--- src/rtl/pipeline_control_unit.sv ---
// Control sequencer and hazard unit for the 5-stage RV32I pipeline.
// Carries decoded control through E/M/W and drives the forwarding, stall and flush signals.
module pipeline_control_unit #(
    parameter int REG_AW   = 5,
    parameter int ALUCTL_W = 3,
    parameter int CNT_W    = 16
) (
    input  logic                clk,
    input  logic                reset,
    input  logic                RegWriteD,
    input  logic [1:0]          ResultSrcD,
    input  logic                MemWriteD,
    input  logic                BranchD,
    input  logic                JumpD,
    input  logic                jalrD,
    input  logic                ALUSrcD,
    input  logic [ALUCTL_W-1:0] ALUControlD,
    input  logic [2:0]          funct3D,
    input  logic [REG_AW-1:0]   Rs1D,
    input  logic [REG_AW-1:0]   Rs2D,
    input  logic [REG_AW-1:0]   RdD,
    input  logic                ZeroE,
    output logic                ALUSrcE,
    output logic                jalrE,
    output logic [ALUCTL_W-1:0] ALUControlE,
    output logic                PCSrcE,
    output logic                MemWriteM,
    output logic                RegWriteW,
    output logic [1:0]          ResultSrcW,
    output logic [1:0]          ForwardAE,
    output logic [1:0]          ForwardBE,
    output logic                StallF,
    output logic                StallD,
    output logic                FlushD,
    output logic                FlushE,
    output logic                clear,
    output logic [CNT_W-1:0]    stall_cnt,
    output logic [CNT_W-1:0]    flush_cnt
);

    typedef enum logic {INIT, RUN} state_t;

    typedef struct packed {
        logic                reg_write;
        logic [1:0]          result_src;
        logic                mem_write;
        logic                branch;
        logic                jump;
        logic                jalr;
        logic                alu_src;
        logic [ALUCTL_W-1:0] alu_control;
        logic                bne;
        logic                brvalid;
        logic [REG_AW-1:0]   rs1;
        logic [REG_AW-1:0]   rs2;
        logic [REG_AW-1:0]   rd;
    } ex_t;

    typedef struct packed {
        logic              reg_write;
        logic [1:0]        result_src;
        logic              mem_write;
        logic [REG_AW-1:0] rd;
    } mem_t;

    typedef struct packed {
        logic              reg_write;
        logic [1:0]        result_src;
        logic [REG_AW-1:0] rd;
    } wb_t;

    state_t state, next_state;
    ex_t    ex, ex_next;
    mem_t   mem;
    wb_t    wb;
    logic   lw_stall;
    logic   redirect;

    function automatic logic [1:0] fwd_sel(
        input logic [REG_AW-1:0] src,
        input logic              m_write,
        input logic [REG_AW-1:0] m_rd,
        input logic              w_write,
        input logic [REG_AW-1:0] w_rd
    );
        logic [1:0] sel;
        sel = 2'b00;
        if (m_write && (m_rd != '0) && (m_rd == src))
            sel = 2'b10;
        else if (w_write && (w_rd != '0) && (w_rd == src))
            sel = 2'b01;
        return sel;
    endfunction

    always_comb begin
        ex_next             = '0;
        ex_next.reg_write   = RegWriteD;
        ex_next.result_src  = ResultSrcD;
        ex_next.mem_write   = MemWriteD;
        ex_next.branch      = BranchD;
        ex_next.jump        = JumpD;
        ex_next.jalr        = jalrD;
        ex_next.alu_src     = ALUSrcD;
        ex_next.alu_control = ALUControlD;
        ex_next.bne         = (funct3D == 3'b001);
        ex_next.brvalid     = (funct3D[2:1] == 2'b00);
        ex_next.rs1         = Rs1D;
        ex_next.rs2         = Rs2D;
        ex_next.rd          = RdD;
    end

    // Only beq/bne carry brvalid, so other branch funct3 values never redirect.
    assign redirect = ex.jump | (ex.branch & ex.brvalid & (ZeroE ^ ex.bne));
    assign lw_stall = (ex.result_src == 2'b01) && (ex.rd != '0) &&
                      ((ex.rd == Rs1D) || (ex.rd == Rs2D));

    always_comb begin
        next_state = state;
        clear      = 1'b0;
        FlushD     = 1'b0;
        FlushE     = 1'b0;
        StallF     = 1'b0;
        StallD     = 1'b0;
        PCSrcE     = 1'b0;
        case (state)
            INIT: begin
                next_state = RUN;
                clear      = 1'b1;
                FlushD     = 1'b1;
                FlushE     = 1'b1;
            end
            RUN: begin
                PCSrcE = redirect;
                StallF = lw_stall & ~redirect;
                StallD = lw_stall & ~redirect;
                FlushD = redirect;
                FlushE = lw_stall | redirect;
            end
        endcase
    end

    always_ff @(posedge clk or negedge reset) begin
        if (!reset) state <= INIT;
        else        state <= next_state;
    end

    always_ff @(posedge clk or negedge reset) begin
        if (!reset) begin
            ex  <= '0;
            mem <= '0;
            wb  <= '0;
        end else begin
            ex             <= FlushE ? '0 : ex_next;
            mem.reg_write  <= ex.reg_write;
            mem.result_src <= ex.result_src;
            mem.mem_write  <= ex.mem_write;
            mem.rd         <= ex.rd;
            wb.reg_write   <= mem.reg_write;
            wb.result_src  <= mem.result_src;
            wb.rd          <= mem.rd;
        end
    end

    // Counters saturate rather than wrap so long runs never read back as small values.
    always_ff @(posedge clk or negedge reset) begin
        if (!reset) begin
            stall_cnt <= '0;
            flush_cnt <= '0;
        end else if (state == RUN) begin
            if (StallD && (stall_cnt != '1))
                stall_cnt <= stall_cnt + CNT_W'(1);
            if (PCSrcE && (flush_cnt != '1))
                flush_cnt <= flush_cnt + CNT_W'(1);
        end
    end

    assign ForwardAE   = fwd_sel(ex.rs1, mem.reg_write, mem.rd, wb.reg_write, wb.rd);
    assign ForwardBE   = fwd_sel(ex.rs2, mem.reg_write, mem.rd, wb.reg_write, wb.rd);
    assign ALUSrcE     = ex.alu_src;
    assign jalrE       = ex.jalr;
    assign ALUControlE = ex.alu_control;
    assign MemWriteM   = mem.mem_write;
    assign RegWriteW   = wb.reg_write;
    assign ResultSrcW  = wb.result_src;

endmodule
--- config.mk ---
export PLATFORM = sky130hd
export DESIGN_NAME = pipeline_control_unit
export DESIGN_NICKNAME = d
export VERILOG_FILES = /design/src/rtl/pipeline_control_unit.sv
export SDC_FILE = /design/constraint.sdc
export NUM_CORES = 1
export LEC_CHECK = 0
export ABC_AREA = 1
export BUFFER_PORTS_ARGS = -buffer_cell sky130_fd_sc_hd__buf_2
export CORE_ASPECT_RATIO = 1.1
export CORE_MARGIN = 8
export CORE_UTILIZATION = 55
export CTS_BUF_LIST = sky130_fd_sc_hd__clkbuf_2
export DETAILED_ROUTE_END_ITERATION = 7
export GPL_ROUTABILITY_DRIVEN = 0
export PLACE_DENSITY_LB_ADDON = 0.2
export SLEW_MARGIN = 40
export SYNTH_ARGS = -nofsm -noshare
export SYNTH_HDL_FRONTEND = slang
export SYNTH_SLANG_ARGS = --single-unit
--- constraint.sdc ---
create_clock -name clk -period 2.2 [get_ports clk]
set_clock_uncertainty 0.1 [all_clocks]
set_input_delay 0.33 -clock clk [delete_from_list [all_inputs] [get_ports clk]]
set_output_delay 0.33 -clock clk [all_outputs]
set_load 0.02 [all_outputs]
==> flow_summary.toml, run 1 <==
[global_routing]
antenna_found_initial = 0
grt_pass1_wl_mm = 15.34
grt.total_usage_pct = 18.32
first_global_vias = 3474
grt_overflow = 0
grt_max_degree = 42

[hold_path]
hp-class = "input pin to async pin"

[timing]
post-route-period-util_pct = 103.2
rsz0062_at_grt = "yes"
fmax_mhz = 440.6
setup_violations = 6
final_hold_viol_count = 0
fin_ws_ps = -69.66
worstMarginPinSlew_ps = 504.6
final_max_slew_viol_count = 0
slew_headroom_pct = 66.28
finalSetupTns_ps = -177.2
whs_ps = 160.3
period_needed_ps = 2270

[routing]
vias = 3220
ant_nets = 0
remaining_drc_errors = 0
via_per_inst = 4.894
wire_per_inst_um = 13.99
drt-initial-drc-count = 83
routed_wl_mm = 9.204
drtPass1Iterations = 4

[cells_and_area]
nNetsFinal = 602
diodes = 0
drive_gt1_share_pct = 31.06
syn_to_final_growth_pct = 26.20
fillers = 537

[critical_path]
critPathKind = "register to primary output"
path_buf_inv = 1
rr_worst_depth = 12
rrSetupSlack_ps = 120
startpoint = "mem[0]$_DFF_PN0_"
cp_slowest_cell = "dfrtp_1"
path_delay_family = "flip-flops"
max_stage_delay_ps = 480
cp_max_fo = 4
r2r-start = "ex[2]$_DFF_PN0_"
cp_cell_sequence = "nor2_1, nand2_1, o21ai_4, nor4_4, nor2_1, buf_4"
worstSetupStartpointType = "register"
cp-end-kind = "primary output"
required_ps = 1770
r2r_end = "stall_cnt[0]$_DFFE_PN0P_"
cp_common_cell = "nor2_1"
worstPathArrival_ps = 1840

[placement]
portBuffers = 82
pre_cts_slack_ps = 324.6
hpwlAfterDp_mm = 6.316

[pwr]
ir_drop_mv = 0.4414
powerDensity_nw_per_um2 = 596.9
p_leak_nw = 2.617

[die]
start_util_pct = 56.43
die_area_um2 = 10160
die_x_um = 96.84
pin_count = 83
core_um2 = 7007
die_y_um = 104.9
rows = 32

[synthesis]
yosys_register_bits = 78
ys_types = 33
yosys_warnings = 0
syn_avg_cell_area_um2 = 8.865
syn-num-nets = 480
synth_cells = 446
yosysSeqAreaShare_pct = 49.37
synth_area_um2 = 3954

[run_status]
violations = "negative setup slack"
run_status = "finished with violations"

[clock_tree]
clock_sinks = 78
root_buffer = "clkbuf_2"
cts_tree = "done"
htreeDepth = 3
path_clk_slew_ps = 220
clock_latency_ps = 540
cts_buffers = 9
cts_max_path_buffers = 2

[run]
drv_cap = 0
## placed cells by master, fill, tap and decap left out, types with 2 or more instances in the layout
| cell | synthesis | layout |
|---|---|---|
| nor4_4 | 0 | 2 |
| xnor2_1 | 17 | 17 |
| nand2_2 | 22 | 27 |
| nor2_1 | 49 | 45 |
| nor2_2 | 7 | 11 |
| buf_4 | 8 | 13 |
| nand3_1 | 14 | 14 |
| nand3_2 | 3 | 3 |
| dlygate4sd3_1 | 0 | 31 |
| dfrtp_1 | 78 | 75 |
| nand4_1 | 10 | 10 |
| xor2_1 | 30 | 30 |
| inv_1 | 56 | 54 |
| clkinv_1 | 1 | 2 |
| ha_1 | 2 | 2 |
| nor4_1 | 4 | 2 |
| nor3_2 | 3 | 4 |
| o21ai_1 | 3 | 3 |
| nor2_4 | 4 | 4 |
| buf_6 | 2 | 4 |
| clkbuf_2 | 0 | 9 |
| nand2_1 | 99 | 94 |
| clkinvlp_4 | 0 | 3 |
| inv_2 | 8 | 9 |
| nor3_1 | 12 | 11 |
| dfrtp_2 | 0 | 3 |
| nand3b_1 | 2 | 2 |
| buf_2 | 1 | 74 |
## cell type report
type / count / area [um2] / area share (%)
clock inverter: 7 / 73.82 / 1.479
tap: 85 / 106.4 / 2.131
multi-input combinational: 291 / 1719 / 34.45
inverter: 65 / 246.5 / 4.940
clock buffer: 9 / 45.04 / 0.9027
timing repair buffer: 123 / 843.3 / 16.90
sequential: 78 / 1956 / 39.19
## synth_stat cells (all sizes together)
cell type / count / area share (%)
a21oi: 1 / 0.13
buf: 12 / 2.7
clkinv: 1 / 0.095
conb: 1 / 0.095
dfrtp: 78 / 49
ha: 2 / 0.63
inv: 64 / 6.1
nand2: 122 / 13
nand3: 18 / 3.0
nand3b: 2 / 0.38
nand4: 11 / 2.1
nor2: 61 / 7.4
nor3: 16 / 2.7
nor4: 4 / 0.63
o21ai: 5 / 0.63
o21bai: 1 / 0.47
xnor2: 17 / 3.8
xor2: 30 / 6.6
## timing repair
item	4_1_cts	5_1_grt
resized for setup	15	19
hold endpoints to repair	65	0
buffers inserted	3	4
pin swaps	6	14
setup endpoints to repair	7	8
hold buffers	31	0
## worst max path at each step
stage	endpoint	slack (ps)	cells past startpoint
floorplan	ForwardAE[0]	140	3
global placement	flush_cnt[5]$_DFFE_PN0P_	410	8
detailed placement	flush_cnt[5]$_DFFE_PN0P_	320	8
CTS	StallD	-50	8
global route	ForwardAE[0]	-190	6
finish	ForwardAE[0]	-70	6
## per-stage QoR
stage / util [%] / instances / cell area (um2) / total power [mW]
2_1_floorplan: - / 446 / 3954 / 1.949
3_3_place_gp: 62.80 / 604 / 4400 / 2.118
3_5_place_dp: 62.80 / 604 / 4400 / 2.131
4_1_cts: 69.93 / 654 / 4900 / 2.971
5_1_grt: 71.21 / 658 / 4990 / 3.114
6_report: 71.21 / 658 / 4990 / 2.979
## power by group
group	switching (mW)	total (mW)	internal, mW
logic	0.327	0.553	0.226
clock network	0.535	0.798	0.263
registers	0.0978	1.63	1.53
total	0.960	2.98	2.02
## sequential cells by signal (all words and copies together) (netlist names)
name         cells
ex              23
flush_cnt       16
stall_cnt       16
mem              8
wb               5
ALUControlE      3
ResultSrcW       2
ALUSrcE          1
MemWriteM        1
RegWriteW        1
jalrE            1
state            1
## kinds of logic after synthesis
group | synth area share (%)
simple gates | 29.37
flops | 49.37
buf+inv | 8.892
xor+xnor | 10.41
compound gates | 1.234
fa+ha+maj | 0.6328
other cells | 0.09485
## metal layers
layer / GRT usage (%) / part of all wire, % / vias to the layer above
met1: 19.08 / 40 / 1532
met3: 5.402 / 5.1 / 18
met4: 7.481 / 1.9 / 0
li1: - / - / 1596
met5: 0 / 0 / -
met2: 33.54 / 53 / 74
Power figures use the tool's default switching activity.
==> inputs of run 2 (changes only) <==
Settings changed: ABC_AREA 1 to default.
==> run 2 against run 1 <==
  * The flow still finishes with violations (negative setup slack)
  * Synthesized area down 17%
  * Routed wire length is 19% lower
  * Via count down 22%
  * Critical path depth decreased by 1
  * Sequential power about the same
  * Critical endpoint is now ForwardBE[0]
==> flow_summary.toml, run 2 <==
[cells_and_area]
top_register = "ex"
regArea_um2 = 1953
top_regs = "ex: 23 flops, flush_cnt: 16 flops, stall_cnt: 16 flops"
nNetsFinal = 445
drive_gt1_share_pct = 34.38
diodes = 0
fin_util_pct = 78.10
final_cell_mix = "dfrtp_1, buf_2, xor2_1, dlygate4sd3_1, and2_1"
fillers = 352
multi_input_area_um2 = 1385
syn_to_final_growth_pct = 36.66
largest_reg_flops = 23
layout_commonest_cell = "dfrtp_1"

[timing]
fmax_mhz = 395.9
slew_headroom_pct = 61.81
post-route-period-util_pct = 114.8
worstMarginPinSlew_ps = 572.9
final_hold_viol_count = 0
period_needed_ps = 2526
rsz0062_at_grt = "yes"
final_max_slew_viol_count = 0
fin_ws_ps = -325.6
setup_violations = 7

[global_routing]
antenna_found_initial = 0
grt_pass1_wl_mm = 12.03
grt_overflow = 0
grt.total_usage_pct = 17.04
first_global_vias = 2619
grt_max_degree = 46

[die]
rows = 29
start_util_pct = 57.15
die_y_um = 97.20
die_area_um2 = 8731
pin_count = 83
die_x_um = 89.82
core_um2 = 5769

[routing]
remaining_drc_errors = 0
wire_per_inst_um = 15.10
routed_wl_mm = 7.445
ant_nets = 0
drtPass1Iterations = 4
vias = 2505
via_per_inst = 5.081
drt-initial-drc-count = 119

[clock_tree]
cts_buffers = 9
root_buffer = "clkbuf_2"
cts_max_path_buffers = 2
htreeDepth = 3
cts_tree = "done"
clock_latency_ps = 480
clock_sinks = 78
path_clk_slew_ps = 200

[synthesis]
yosysMostFrequentCell = "dfrtp_1"
yosys_warnings = 0
yosys_register_bits = 78
synth_top_area_share_pct = 59.20
ys_types = 31
synthFlopType = "dfrtp_1"
synthTopCellsByCount = "dfrtp_1, xor2_1, and2_1, xnor2_1, nand2_1"
syn_avg_cell_area_um2 = 11.95
synth-edff-count = 0
yosysSeqAreaShare_pct = 59.20
syn-num-nets = 310
synth_cells = 276
async_flop_share_pct = 100.0
synth_area_um2 = 3297
synthTopCellsByArea = "dfrtp_1, xor2_1, xnor2_1"
yosysTopAreaCell = "dfrtp_1"

[critical_path]
cp-end-kind = "primary output"
cp_slowest_cell = "or4_4"
worstSetupStartpointType = "register"
required_ps = 1770
cp_max_fo = 3
cp_cell_sequence = "or4_1, o21ai_1, or4_4, nor4_2, buf_4"
r2r-start = "stall_cnt[8]$_DFFE_PN0P_"
startpoint = "wb[4]$_DFF_PN0_"
rrSetupSlack_ps = 60
worstPathArrival_ps = 2100
max_stage_delay_ps = 530
critPathKind = "register to primary output"

[hold_path]
min_from = "funct3D[1]"
hp-class = "input pin to register"

[run_status]
run_status = "finished with violations"
violations = "negative setup slack"

[placement]
portBuffers = 82
hpwlAfterDp_mm = 5.025

[pwr]
total_power_mw = 2.937
powerDensity_nw_per_um2 = 651.9
p_leak_nw = 2.336
ir_drop_mv = 0.4149

[run]
drv_cap = 0
-- run 2: cell count changes after synthesis, moves of 7 or more --
cell | before | now
nor3_1 | 12 | 5
nor2_1 | 49 | 10
nand2_2 | 22 | 0
inv_1 | 56 | 4
and2_1 | 0 | 28
inv_2 | 8 | 0
nand2_1 | 99 | 17
xnor2_1 | 17 | 27
-- run 2: cells by family (layout without fill, tap and decap cells) --
kind of cell	Yosys count	count (layout)	share of synthesized area, %
other	1	1	0.1137
adder cells (fa/ha/maj)	2	2	0.7589
flip-flops	78	78	59.20
AO/OA/AOI/OAI	12	12	2.770
buffers and inverters	15	155	2.581
XOR/XNOR	61	61	16.21
AND/OR/NAND/NOR	106	106	18.03
multiplexers	1	1	0.3415
-- run 2: worst paths after layout --
path / endpoint / cells after the start
min in group asynchronous: ALUSrcE$_DFF_PN0_ / 2
setup reg to reg: stall_cnt[5]$_DFFE_PN0P_ / 5
hold / removal: ex[16]$_DFF_PN0_ / 3
setup / recovery: ForwardBE[0] / 5
hold reg to reg: ResultSrcW[0]$_DFF_PN0_ / 0
max in group asynchronous: mem[0]$_DFF_PN0_ / 3
-- run 2: layout make-up --
| cell class | count | share of cell area, % |
|---|---|---|
| Sequential cell | 78 | 43.35 |
| Clock inverter | 5 | 1.638 |
| Multi-Input combinational cell | 183 | 30.74 |
| Tap cell | 77 | 2.138 |
| Clock buffer | 11 | 1.222 |
| Timing Repair Buffer | 135 | 20.58 |
| Inverter | 4 | 0.3332 |
-- run 2: report_power, final --
| part | switching, mW | total, mW | leakage (nW) | internal [mW] |
|---|---|---|---|---|
| registers | 0.0891 | 1.61 | 1.04 | 1.52 |
| logic | 0.258 | 0.485 | 1.22 | 0.227 |
| clock network | 0.461 | 0.841 | 0.0833 | 0.379 |
-- run 2: repair_timing --
action	in CTS	in global routing
resized for setup	21	15
pin swaps	7	5
endpoints found under the setup margin	8	19
setup buffers	11	2
hold buffers	30	0
hold endpoints to repair	72	0
-- run 2: worst max-delay path: cells and delay by family, from the launching register on --
kind                   cells  cell delay (ps)
AND/OR/NAND/NOR            3              950
buffers and inverters      1              180
flip-flops                 1              430
AO/OA/AOI/OAI              1               70
-- run 2: metal layers --
layer | share of wire, % | vias to the layer above | track usage (%) | wire length, um
met2 | 50 | 77 | 28.29 | 3702
li1 | - | 1204 | - | -
met4 | 2.6 | 0 | 8.996 | 193
met3 | 6.4 | 16 | 5.487 | 476
met5 | 0 | - | 0 | 0
met1 | 41 | 1208 | 19.05 | 3073
-- run 2: metrics by stage --
| stage | instances | setup TNS [ps] | worst slack, ps | hold slack [ps] | instance area [um2] |
|---|---|---|---|---|---|
| after floorplan | 276 | 0 | 9.555 | -65.59 | 3309 |
| after global routing | 493 | -2647 | -446.3 | 11.11 | 4506 |
| final | 493 | -1820 | -325.6 | 49.56 | 4506 |
| after detailed placement | 434 | -8.987 | -8.987 | 237.9 | 3836 |
| after global placement | 434 | 0 | 54.09 | 235.4 | 3836 |
| after CTS | 491 | -2077 | -406.6 | 4.035 | 4425 |
==> inputs of run 3 (changes only) <==
Settings changed: CORE_ASPECT_RATIO 1.1 to default.
==> run 3 against run 2 <==
  * The run still ends with negative setup slack left
  * Count of clock-buffer cells in the layout stayed put
  * Critical path depth is 1 higher
  * Setup slack worse by 18 ps
  * Via count is 1.0% lower
  * Flip-flop and latch count stayed put
  * Hold slack better by 24 ps
  * Maximum frequency is 0.70% lower
  * Die area hardly changed
  * Final cell count is 0.81% lower
  * Non-clock buffer count is 2 lower
  * Sequential share of layout area is 0.54 points lower
  * Largest power group unchanged
  * Highest routed layer unchanged
==> flow_summary.toml, run 3 (synthesized netlist as in run 2, its figures left out) <==
[run_status]
run_status = "finished with violations"
violations = "negative setup slack"

[cells_and_area]
drive_gt1_share_pct = 34.30
multi_input_area_um2 = 1409
fillers = 377
top_regs = "ex: 23 flops, flush_cnt: 16 flops, stall_cnt: 16 flops"
nNetsFinal = 443
regArea_um2 = 1953
syn_to_final_growth_pct = 38.37
layout.cells.non_filler = 489
top_register = "ex"
diodes = 0
final_area_um2 = 4562
largest_reg_flops = 23
layout_commonest_cell = "dfrtp_1"
final_cell_mix = "dfrtp_1, buf_2, xor2_1, dlygate4sd3_1, and2_1"

[routing]
vias = 2479
via_per_inst = 5.070
wire_per_inst_um = 16.22
drt-initial-drc-count = 130
drtPass1Iterations = 4
routed_wl_mm = 7.931
ant_nets = 0
remaining_drc_errors = 0

[timing]
fmax_mhz = 393.2
post-route-period-util_pct = 115.6
period_needed_ps = 2543
fin_ws_ps = -343.4
setup_violations = 7
final_hold_viol_count = 0
rsz0062_at_grt = "yes"
worstMarginPinSlew_ps = 546.4
slew_headroom_pct = 63.58
whs_ps = 73.32
final_max_slew_viol_count = 0

[die]
die_area_um2 = 8728
die_y_um = 93.43
rows = 28
core_um2 = 5851
pin_count = 83
start_util_pct = 56.35
die_x_um = 93.43

[critical_path]
rrSetupSlack_ps = 100
required_ps = 1770
cp_max_fo = 3
rr_worst_depth = 5
critPathKind = "register to primary output"
r2r_end = "stall_cnt[5]$_DFFE_PN0P_"
cp-end-kind = "primary output"
worstPathArrival_ps = 2110
worstSetupStartpointType = "register"
r2r-start = "ex[16]$_DFF_PN0_"

[hold_path]
worstHoldPathCells = 3
min_from = "funct3D[1]"
hp-class = "input pin to register"
min_to = "ex[16]$_DFF_PN0_"

[run]
drv_cap = 0

[global_routing]
grt_overflow = 0
grt.total_usage_pct = 18.31
grt_max_degree = 42
grt_pass1_wl_mm = 12.62
antenna_found_initial = 0
first_global_vias = 2692

[clock_tree]
cts_tree = "done"
root_buffer = "clkbuf_2"
cts_buffers = 9
cts_max_path_buffers = 2
clock_latency_ps = 480
clock_sinks = 78
path_clk_slew_ps = 210
htreeDepth = 3

[placement]
dpl_cell_area_um2 = 3839
hpwlAfterDp_mm = 5.050
portBuffers = 82
dp_cells = 431

[pwr]
powerDensity_nw_per_um2 = 671.4
ir_drop_mv = 0.6411
p_leak_nw = 2.338
[run 3: cell types whose count changed in the layout (fill, tap and decap cells not counted), sizes merged]
cell	before	now
buf	105	103
bufinv	2	3
clkinv	3	2
[run 3: worst max path at each step]
| stage | to | slack (ps) | from |
|---|---|---|---|
| floorplan | stall_cnt[5]$_DFFE_PN0P_ | 10 | ex[16]$_DFF_PN0_ |
| global placement | stall_cnt[5]$_DFFE_PN0P_ | 80 | ZeroE |
| detailed placement | stall_cnt[5]$_DFFE_PN0P_ | 60 | ZeroE |
| CTS | FlushE | -400 | ex[2]$_DFF_PN0_ |
| global route | ForwardAE[0] | -480 | wb[4]$_DFF_PN0_ |
| finish | FlushE | -340 | ex[2]$_DFF_PN0_ |
[run 3: power by group]
group          internal [mW]  switching (mW)  leakage [nW]
clock                  0.494           0.462        0.0912
combinational          0.231           0.261          1.21
sequential              1.52          0.0927          1.04
total                   2.25           0.816          2.34
[run 3: repair_timing]
item / 4_1_cts / 5_1_grt
endpoints found under the setup margin: 8 / 11
resized for setup: 22 / 23
buffers inserted: 9 / 3
hold buffers: 30 / 0
pin swaps: 6 / 4
endpoints found under the hold margin: 67 / 0
[run 3: area by class of cell]
type / count / area share (%)
clock buffer: 11 / 1.207
clock inverter: 5 / 2.139
inverter: 4 / 0.3291
multi-input combinational: 183 / 30.88
sequential: 78 / 42.81
tap: 75 / 2.057
timing repair buffer: 133 / 20.57
[run 3: critical path: stages, from the launching register on]
cell,delay (ps)
dfrtp_1,460
or4_4,540
o21ai_2,150
or2_4,170
nor2b_4,150
inv_2,40
buf_6,120
[run 3: through the flow]
stage               power [mW]  worst slack [ps]  util (%)  TNS, ps
finish                   3.063            -343.4     77.97    -1686
global route             3.200            -481.4     77.97    -2717
CTS                      3.054            -403.2     75.92    -2061
detailed placement       2.019             58.64     65.61        0
global placement         2.011             75.66     65.61        0
floorplan                1.855             9.555         -        0
[run 3: layer usage]
metal	vias to the layer above	track usage, %	share of wire (%)
met2	73	30.26	52
met5	-	0	0
met3	12	7.452	6.7
met4	0	5.235	1.9
li1	1195	-	-
met1	1199	21.36	40
